`config.mk`:
```
export PLATFORM = sky130hd
export DESIGN_NAME = multicycle_control
export DESIGN_NICKNAME = d
export VERILOG_FILES = /design/src/rtl/multicycle_control.sv
export SDC_FILE = /design/constraint.sdc
export NUM_CORES = 1
export LEC_CHECK = 0
export BUFFER_PORTS_ARGS = -buffer_cell sky130_fd_sc_hd__buf_2
export CAP_MARGIN = 20
export CORE_MARGIN = 8
export CORE_UTILIZATION = 40
export CTS_CLUSTER_SIZE = 14
export DETAILED_ROUTE_END_ITERATION = 7
export PLACE_DENSITY_LB_ADDON = 0.3
export SLEW_MARGIN = 20
export SYNTH_ARGS = -nofsm -noshare
export SYNTH_HDL_FRONTEND = slang
export SYNTH_SLANG_ARGS = --single-unit
```
`constraint.sdc`:
```
create_clock -name master_clk -period 3.9 [get_ports master_clk]
set_clock_uncertainty 0.15 [all_clocks]
set_input_delay 0.39 -clock master_clk [delete_from_list [all_inputs] [get_ports master_clk]]
set_output_delay 0.39 -clock master_clk [all_outputs]
set_load 0.02 [all_outputs]
```
`src/rtl/multicycle_control.sv`:
```
// Multicycle MIPS-subset control unit: Moore FSM with combinational control decode.
// Outputs are forced low while reset_n is asserted, independent of the clock.
module multicycle_control #(
    parameter logic FETCH_ON_ILLEGAL = 1'b1
) (
    input  logic       master_clk,
    input  logic       reset_n,
    input  logic [5:0] opcode,
    input  logic [5:0] funct,
    input  logic       zero,
    output logic       pc_en,
    output logic       iord,
    output logic       ir_write,
    output logic       mem_write,
    output logic       reg_write,
    output logic       reg_dst,
    output logic       mem_to_reg,
    output logic       alu_src_a,
    output logic [1:0] alu_src_b,
    output logic [2:0] alu_control,
    output logic [1:0] pc_src,
    output logic [3:0] state
);

    typedef enum logic [3:0] {
        FETCH   = 4'd0,
        DECODE  = 4'd1,
        MEMADR  = 4'd2,
        MEMRD   = 4'd3,
        MEMWB   = 4'd4,
        MEMWR   = 4'd5,
        EXECUTE = 4'd6,
        ALUWB   = 4'd7,
        BRANCH  = 4'd8,
        ADDIEX  = 4'd9,
        ADDIWB  = 4'd10,
        JUMP    = 4'd11,
        HALT    = 4'd12
    } state_t;

    localparam logic [5:0] OP_LW   = 6'b100011;
    localparam logic [5:0] OP_SW   = 6'b101011;
    localparam logic [5:0] OP_R    = 6'b000000;
    localparam logic [5:0] OP_BEQ  = 6'b000100;
    localparam logic [5:0] OP_ADDI = 6'b001000;
    localparam logic [5:0] OP_J    = 6'b000010;

    state_t     cur;
    state_t     nxt;
    logic [5:0] op_q;

    always_ff @(posedge master_clk or negedge reset_n) begin
        if (!reset_n) begin
            cur  <= FETCH;
            op_q <= 6'd0;
        end else begin
            cur <= nxt;
            // MEMADR needs to know lw vs sw after opcode has moved on
            if (cur == DECODE) op_q <= opcode;
        end
    end

    always_comb begin
        nxt = cur;
        unique case (cur)
            FETCH:   nxt = DECODE;
            DECODE: begin
                unique case (opcode)
                    OP_LW, OP_SW: nxt = MEMADR;
                    OP_R:         nxt = EXECUTE;
                    OP_BEQ:       nxt = BRANCH;
                    OP_ADDI:      nxt = ADDIEX;
                    OP_J:         nxt = JUMP;
                    default:      nxt = FETCH_ON_ILLEGAL ? FETCH : HALT;
                endcase
            end
            MEMADR:  nxt = (op_q == OP_SW) ? MEMWR : MEMRD;
            MEMRD:   nxt = MEMWB;
            MEMWB:   nxt = FETCH;
            MEMWR:   nxt = FETCH;
            EXECUTE: nxt = ALUWB;
            ALUWB:   nxt = FETCH;
            BRANCH:  nxt = FETCH;
            ADDIEX:  nxt = ADDIWB;
            ADDIWB:  nxt = FETCH;
            JUMP:    nxt = FETCH;
            HALT:    nxt = HALT;
            default: nxt = FETCH;
        endcase
    end

    always_comb begin
        pc_en       = 1'b0;
        iord        = 1'b0;
        ir_write    = 1'b0;
        mem_write   = 1'b0;
        reg_write   = 1'b0;
        reg_dst     = 1'b0;
        mem_to_reg  = 1'b0;
        alu_src_a   = 1'b0;
        alu_src_b   = 2'b00;
        alu_control = 3'b000;
        pc_src      = 2'b00;
        if (reset_n) begin
            unique case (cur)
                FETCH: begin
                    ir_write    = 1'b1;
                    alu_src_b   = 2'b01;
                    alu_control = 3'b010;
                    pc_en       = 1'b1;
                end
                DECODE: begin
                    alu_src_b   = 2'b11;
                    alu_control = 3'b010;
                end
                MEMADR, ADDIEX: begin
                    alu_src_a   = 1'b1;
                    alu_src_b   = 2'b10;
                    alu_control = 3'b010;
                end
                MEMRD: iord = 1'b1;
                MEMWB: begin
                    reg_write  = 1'b1;
                    mem_to_reg = 1'b1;
                end
                MEMWR: begin
                    iord      = 1'b1;
                    mem_write = 1'b1;
                end
                EXECUTE: begin
                    alu_src_a = 1'b1;
                    unique case (funct)
                        6'b100010: alu_control = 3'b110;
                        6'b100100: alu_control = 3'b000;
                        6'b100101: alu_control = 3'b001;
                        6'b101010: alu_control = 3'b111;
                        default:   alu_control = 3'b010;
                    endcase
                end
                ALUWB: begin
                    reg_write = 1'b1;
                    reg_dst   = 1'b1;
                end
                BRANCH: begin
                    alu_src_a   = 1'b1;
                    alu_control = 3'b110;
                    pc_src      = 2'b01;
                    pc_en       = zero;
                end
                ADDIWB: reg_write = 1'b1;
                JUMP: begin
                    pc_src = 2'b10;
                    pc_en  = 1'b1;
                end
                default: ;
            endcase
        end
    end

    assign state = cur;

endmodule

```
# ---- Word-level counts from Yosys, hierarchy flattened
# Index checks and enable logic that the tools add are counted.
dict set report totals {
  reg_bits 10
  latchBits 0
  ramBits 0
  mem_bits_ro 0
  inputBits 15
  output_inout_bits 19
  elab_cells 59
  mem_count 0
}
dict set report classes {
  add_sub_neg 0
  mul 0
  div 0
  order_cmp 0
  eq_ne 22
  n_shift 0
  muxes 26
  n_bitwise 0
  n_reduce_logical 9
}
# cell count
set op_table {}
lappend op_table {{6-bit == test (second input constant)} 7}
lappend op_table {{4-bit one-hot mux with 7 select lines} 1}
lappend op_table {{4-bit == test (second input constant)} 5}
lappend op_table {{4-bit one-hot mux with 5 select lines} 1}
lappend op_table {{4-bit by 3-bit == test with 1-bit output (second input constant)} 4}
lappend op_table {{1-bit 2-to-1 mux} 15}
lappend op_table {{3-bit one-hot mux with 4 select lines} 1}
lappend op_table {{3-bit one-hot mux with 3 select lines} 1}
lappend op_table {{4-bit by 2-bit == test with 1-bit output (second input constant)} 2}
lappend op_table {{2-bit OR reduction} 4}
lappend op_table {{4-bit OR reduction} 2}
lappend op_table {{6-bit by 2-bit == test with 1-bit output (second input constant)} 1}
lappend op_table {{6-bit by 3-bit == test with 1-bit output (second input constant)} 1}
lappend op_table {{6-bit by 4-bit == test with 1-bit output (second input constant)} 1}
lappend op_table {{6-bit zero test} 1}
lappend op_table {{3-bit 2-to-1 mux} 2}
lappend op_table {{2-bit one-hot mux with 3 select lines} 1}
lappend op_table {{4-bit by 1-bit == test with 1-bit output (second input constant)} 1}
lappend op_table {{4-bit zero test} 1}
lappend op_table {{2-bit 2-to-1 mux} 2}
lappend op_table {{2-bit one-hot mux with 2 select lines} 1}
lappend op_table {{3-bit OR reduction} 1}
lappend op_table {{1-bit one-hot mux with 2 select lines} 1}

# ---- Logic depth before layout (Yosys ltp)
# Gate-level depths: netlist of the first run.
dict set report logic_depth {
  word_depth 4
  depth_mapped 5
  ltp_nobuf 3
}

# ---- Least setup slack after synthesis of the first run
# Ideal clock, no wire load.
dict set report synth_path {
  kind {register -> output}
  startpoint {register cur[1], in the netlist state[1]}
  endpoint {output iord}
  t_arrival_ps 1505
  t_required_ps 3360
  path_slack_ps 1855
  path_stages_with_launch 5
  path_buffers 2
  path_cell_list {dfrtp_1 buf_2 buf_2 xnor2_1 nor3_1}
}
dict set report synth_between {
  elab_chain_len 4
  elab_cells_between_ends 5
  classes_between {2 x eq/ne; 2 x mux; 1 x reduce/logical}
}
# item line
set synth_lines {}
lappend synth_lines {{start: declaration} 48} ;# state_t cur;
lappend synth_lines {{start signal: assignment} 57} ;# cur <= nxt;
lappend synth_lines {{4-bit by 3-bit == test with 1-bit output or 4-bit by 2-bit == test with 1-bit output (tied branches)} 105} ;# unique case (cur)
lappend synth_lines {{2-bit OR reduction (no source line) (*)} n/a}
lappend synth_lines {{1-bit 2-to-1 mux (*)} 105}
lappend synth_lines {{1-bit 2-to-1 mux (*)} 104} ;# if (reset_n) begin
lappend synth_lines {{end: declaration} 12} ;# output logic iord,
# Every way passes the cells marked *; elsewhere a longest branch is shown, timed or not.

# ---- Worst setup path in the final report of the first run
dict set report layout_path {
  startpoint {register cur[1], in the netlist state[1]}
  endpoint {output reg_write}
}
dict set report layout_between {
  elab_chain_len 4
  elab_cells_between_ends 6
  classes_between {3 x eq/ne; 2 x mux; 1 x reduce/logical}
}
# item line
set layout_lines {}
lappend layout_lines {{4-bit by 3-bit == test with 1-bit output or 4-bit == test (tied branches)} 105}
lappend layout_lines {{3-bit OR reduction (no source line) (*)} n/a}
lappend layout_lines {{1-bit 2-to-1 mux (*)} 105}
lappend layout_lines {{1-bit 2-to-1 mux (*)} 104}
lappend layout_lines {{end: declaration} 15} ;# output logic reg_write,
# Marked as above.

==> results of run 1 <==
## cells in the final DEF (no fill, tap or decap), drive strengths merged, types with 3 or more instances in the layout
cell    count
a21oi       5
and3        3
buf        33
clkbuf      4
dfrtp      10
mux2        6
nand2       8
nand3       5
nor2        7
nor2b       6
nor3        5
o21ai       5
xnor2       3
## what timing repair did
item	4_1_cts	5_1_grt
endpoints found under the setup margin	0	0
setup buffers	0	0
endpoints found under the hold margin	10	0
hold buffers	1	0
## power by group through the flow
stage	Sequential [W]	Clock (W)	Combinational, W
after floorplan	0.000193	0	0.000294
after global placement	0.000227	0	0.000331
after detailed placement	0.000229	0	0.000336
after CTS	0.000227	0.0000960	0.000337
after global routing	0.000236	0.0000986	0.000364
final	0.000227	0.0000910	0.000332
## flip-flops by register name (all words and copies together), names as in the netlist
register / flops
op_q: 6
state: 4
## worst max-delay path, cell delays in order (launching register included)
cell and delay (ns):
dfrtp_1 0.63, or3b_1 0.47, a21oi_1 0.15, o21a_1 0.14, buf_2 0.16
## layout make-up
type | count | area share, %
Tap cell | 27 | 3.27
Inverter | 2 | 0.726
Timing Repair Buffer | 34 | 16.9
Sequential cell | 10 | 24.2
Clock buffer | 4 | 3.51
Multi-Input combinational cell | 78 | 51.3
## metrics by stage
step,hold WS (ns),setup slack [ns],total power (W),utilization (%),area (sq um)
6_report,0.247,1.55,0.000650,52.7,1030
5_1_grt,0.251,1.40,0.000699,52.7,1030
4_1_cts,0.234,1.54,0.000660,52.7,1030
3_5_place_dp,0.168,1.84,0.000565,50.3,987
3_3_place_gp,0.168,1.88,0.000558,50.3,987
2_1_floorplan,-0.0556,1.85,0.000487,-,823
## how the worst max path moves through the flow
stage | start | end | slack (ns) | cells past startpoint
after CTS | state[1]$_DFF_PN0_ | reg_write | 1.54 | 4
after detailed placement | state[1]$_DFF_PN0_ | reg_write | 1.84 | 4
after global routing | state[1]$_DFF_PN0_ | alu_control[0] | 1.40 | 4
final | state[1]$_DFF_PN0_ | reg_write | 1.55 | 4
after global placement | state[1]$_DFF_PN0_ | reg_write | 1.88 | 4
after floorplan | state[1]$_DFF_PN0_ | iord | 1.85 | 4
## logic make-up after synthesis
| kind of cell | count (synthesis) |
|---|---|
| multiplexers | 7 |
| XOR/XNOR | 4 |
| AND/OR/NAND/NOR | 49 |
| AO/OA/AOI/OAI | 18 |
| buffers and inverters | 9 |
| flip-flops | 10 |
## routing by layer
layer	global-route usage, %	part of all wire [%]
met4	3.90	0.40
met5	0	0
met2	19.3	50
met3	2.51	8.0
met1	11.6	42
==> flow_summary.toml, run 1 <==
[grt]
grt_pass1_vias = 780
grt_usage_pct = 10.6
grt_first_pass_wirelength_mm = 3.10
grt_max_degree = 23
antenna_found_initial = 0
grt_overflow_total = 0

[worst_setup_path]
worstReg2RegStart = "state[1]$_DFF_PN0_"
crit_required_ns = 3.36
critPathKind = "reg2out"
critPathMaxFanout = 22
r2r_slack_ns = 1.92
crit_arrival_ns = 1.81
reg2reg_to = "op_q[2]$_DFFE_PN0P_"
cp-end-kind = "output pin"
start_kind = "flip-flop"
r2r_cells = 2

[drt]
route.detailed.vias_per_inst = 5.28
drcViolationCount = 0
wire_per_inst_um = 13.0
antenna_left = 0
routed_wirelength_mm = 2.01
routed-via-count = 818
firstDrtPassIters = 4
drt-initial-drc-count = 21

[logic_synthesis]
synth_top_family_by_area = "simple AND/OR/NAND/NOR gates"
synthCells = 97
synth_common_cells = "dfrtp_1, nand2_1, nor2_1"
syn_area_sq_um = 823
synth_ff_type = "dfrtp_1"
synth_top_area_share_pct = 30.4
synth_cell_types = 39
synth_compound_area_share_pct = 14.6
yosys.area_share.simple_pct = 36.2
yosysMostFrequentCell = "dfrtp_1"
synth-xor-area-share_pct = 4.26
synth_fp_nets = 112
yosys.area.top_type = "dfrtp_1"
synth_mux_area_share_pct = 9.42
ys_warn_count = 0
synthTopCellsByArea = "dfrtp_1, mux2_2, nor2b_1"
synthAdderAreaFrac_pct = 0
synth_edf_count = 0
ys_ff_latch = 10
synthArstFlopShare_pct = 100
ys_seq_area_share_pct = 30.4
syn_area_per_cell_sq_um = 8.49

[sta]
hold_violations = 0
setup-tns-final_ns = 0
fin_crit_ns = 2.35
drv_slew = 0
rsz0062_at_grt = "no"
relSlewSlack_pct = 55.0
max_freq_ghz = 0.426
period_share_pct = 60.2
worst_pin_slew_ns = 0.675
setup_viol = 0

[floorplan]
pin_count = 34
die_area_sq_um = 3770
core_area_sq_um = 1960
initial_core_util_pct = 42.0
die_h_um = 61.4
die_x_um = 61.4
row_count = 16

[power_and_ir_drop]
peakVddDrop_uv = 383
switchingPower_w = 0.000284
power.density_nw_per_um2 = 629
seq_power_share_pct = 35.0
leakage_nw = 0.467
internal-power_w = 0.000366
p_comb_share_pct = 51.0
power_frac_clock_pct = 14.0
switching_share_pct = 43.7

[placed_design]
hpwl_mm = 1.58
gp_congestion = 0.753
io_buffers = 33
place_inst = 150

[run]
cap_viol_max_count = 0

[clocking]
clock-sinks = 10
clock_latency_ns = 0.26
clk_path_buf_depth = 2
path_clk_slew_ns = 0.07
cts_tree = "yes"
cts_buffers = 3
cts_root_buffer = "clkbuf_4"
h-tree-depth = 1
cts_resized = 0

[layout]
stdcell_count = 155
antenna_cells = 0
register_area_sq_um = 250
area_growth_pct = 25.5
final_layout_size_suffix_gt1_share_pct = 36.7
nets = 144
fillers = 218
multi_input_area_sq_um = 531

[run_status]
outcome = "finished clean"

[hold_path]
hold_class = "in2reg"
hold_depth = 2
holdCritStartpoint = "opcode[2]"
min_to = "state[3]$_DFF_PN0_"
Note: power is estimated with default switching activity, not from simulation.
==> inputs of run 2 (changes only) <==
- clock period: 3.9 -> 2.21 ns (I/O delays scaled with it)
==> flow_summary.toml, run 2 (synthesis gave the netlist of run 1 again) <==
[placed_design]
hpwl_mm = 1.66
gp_congestion = 0.809
place_inst = 152
io_buffers = 33

[worst_setup_path]
max_stage_delay_ns = 0.59
critPathKind = "reg2out"
start_kind = "flip-flop"
crit_required_ns = 1.84
critPathMaxFanout = 12
crit_chain = "or3b_1 > a21oi_1 > o21a_1 > buf_2"
cp-end-kind = "output pin"
crit_path_top_delay_cell = "dfrtp_1"
crit_path_start = "state[2]$_DFF_PN0_"
crit_family = "flip-flops"
worstReg2RegStart = "state[2]$_DFF_PN0_"
crit_arrival_ns = 1.69
critPathBufInv = 1
r2r_slack_ns = 0.39

[drt]
routed_wirelength_mm = 2.06
antenna_left = 0
route.detailed.vias_per_inst = 5.08
wire_per_inst_um = 13.1
drcViolationCount = 0
routed-via-count = 798
firstDrtPassIters = 4
drt-initial-drc-count = 22

[layout]
regMostFlops = "op_q"
multi_input_area_sq_um = 531
area_growth_pct = 27.5
nets = 146
antenna_cells = 0
stdcell_count = 157
layout_common_cells = "buf_2, dfrtp_1, nand2_1"
final_layout_size_suffix_gt1_share_pct = 38.5
largest_register_ffs = 6
layout_commonest_cell = "buf_2"
register_area_sq_um = 251
fillers = 208

[floorplan]
initial_core_util_pct = 42.0
die_area_sq_um = 3770
row_count = 16
die_h_um = 61.4
core_area_sq_um = 1960
die_x_um = 61.4
pin_count = 34

[clocking]
clock_latency_ns = 0.26
cts_buffers = 3
cts_tree = "yes"
clock-sinks = 10
cts_root_buffer = "clkbuf_4"
post_cts_buffers = 0
clk_path_buf_depth = 2
h-tree-depth = 1
path_clk_slew_ns = 0.07

[run]
cap_viol_max_count = 0

[sta]
drv_slew = 0
worst_pin_slew_ns = 0.604
fin_crit_ns = 2.06
rsz0062_at_grt = "no"
relSlewSlack_pct = 59.5
period_share_pct = 93.3
max_freq_ghz = 0.485
setup_viol = 0
hold_violations = 0
setup-tns-final_ns = 0

[hold_path]
holdCritStartpoint = "opcode[2]"
hold_class = "in2reg"

[grt]
grt_overflow_total = 0
antenna_found_initial = 0
grt_max_degree = 21
grt_first_pass_wirelength_mm = 3.38
grt_pass1_vias = 794
grt_usage_pct = 11.4

[power_and_ir_drop]
leakage_nw = 0.476
power.density_nw_per_um2 = 1130
finalPower_w = 0.00118
peakVddDrop_uv = 641

[run_status]
outcome = "finished clean"
-- run 2: cell types whose count changed in the layout (fill, tap and decap cells not counted), sizes merged --
cell  before  now
buf       33   35
-- run 2: metrics by stage --
step,utilization (%),hold WS (ns),cell area [sq um],worst slack [ns]
after floorplan,-,-0.225,823,0.334
after global placement,51.1,-0.00516,1000,0.426
after detailed placement,51.1,-0.000190,1000,0.381
after CTS,53.4,0.0806,1050,0.108
after global routing,53.5,0.102,1050,0.0491
final,53.5,0.0837,1050,0.149
-- run 2: final cells by class --
type	count	share of cell area, %
Sequential cell	10	24.0
Timing Repair Buffer	36	18.1
Tap cell	27	3.22
Clock buffer	4	3.46
Inverter	2	0.715
Multi-Input combinational cell	78	50.5
-- run 2: final timing paths --
kind                                  endpoint  cells after the start
min reg2reg                op_q[3]$_DFFE_PN0P_                      1
min in group asynchronous  op_q[3]$_DFFE_PN0P_                      2
max in group asynchronous   state[3]$_DFF_PN0_                      2
max                                  reg_write                      4
min                         state[3]$_DFF_PN0_                      2
max reg2reg                op_q[1]$_DFFE_PN0P_                      2
-- run 2: routing by layer --
layer	part of all wire, %	vias up	global-route usage [%]
met5	0	-	0
met4	0	0	3.90
met3	8.4	0	2.09
met2	48	29	20.0
met1	44	354	13.6
li1	-	415	-
-- run 2: worst register-to-register path: cells and delay by family (launching register included) --
kind	cells	cell delay (ns)
and+or+nand+nor	1	0.63
muxes	1	0.41
DFF	1	0.52
-- run 2: what timing repair did --
action,CTS,global route
hold buffers,1,0
endpoints found under the setup margin,0,1
gates resized for setup,0,1
hold endpoints to repair,10,0
-- run 2: report_power, final --
part           internal (W)  switching, W
Clock             0.0000999     0.0000600
Combinational      0.000303      0.000376
Sequential         0.000265     0.0000809
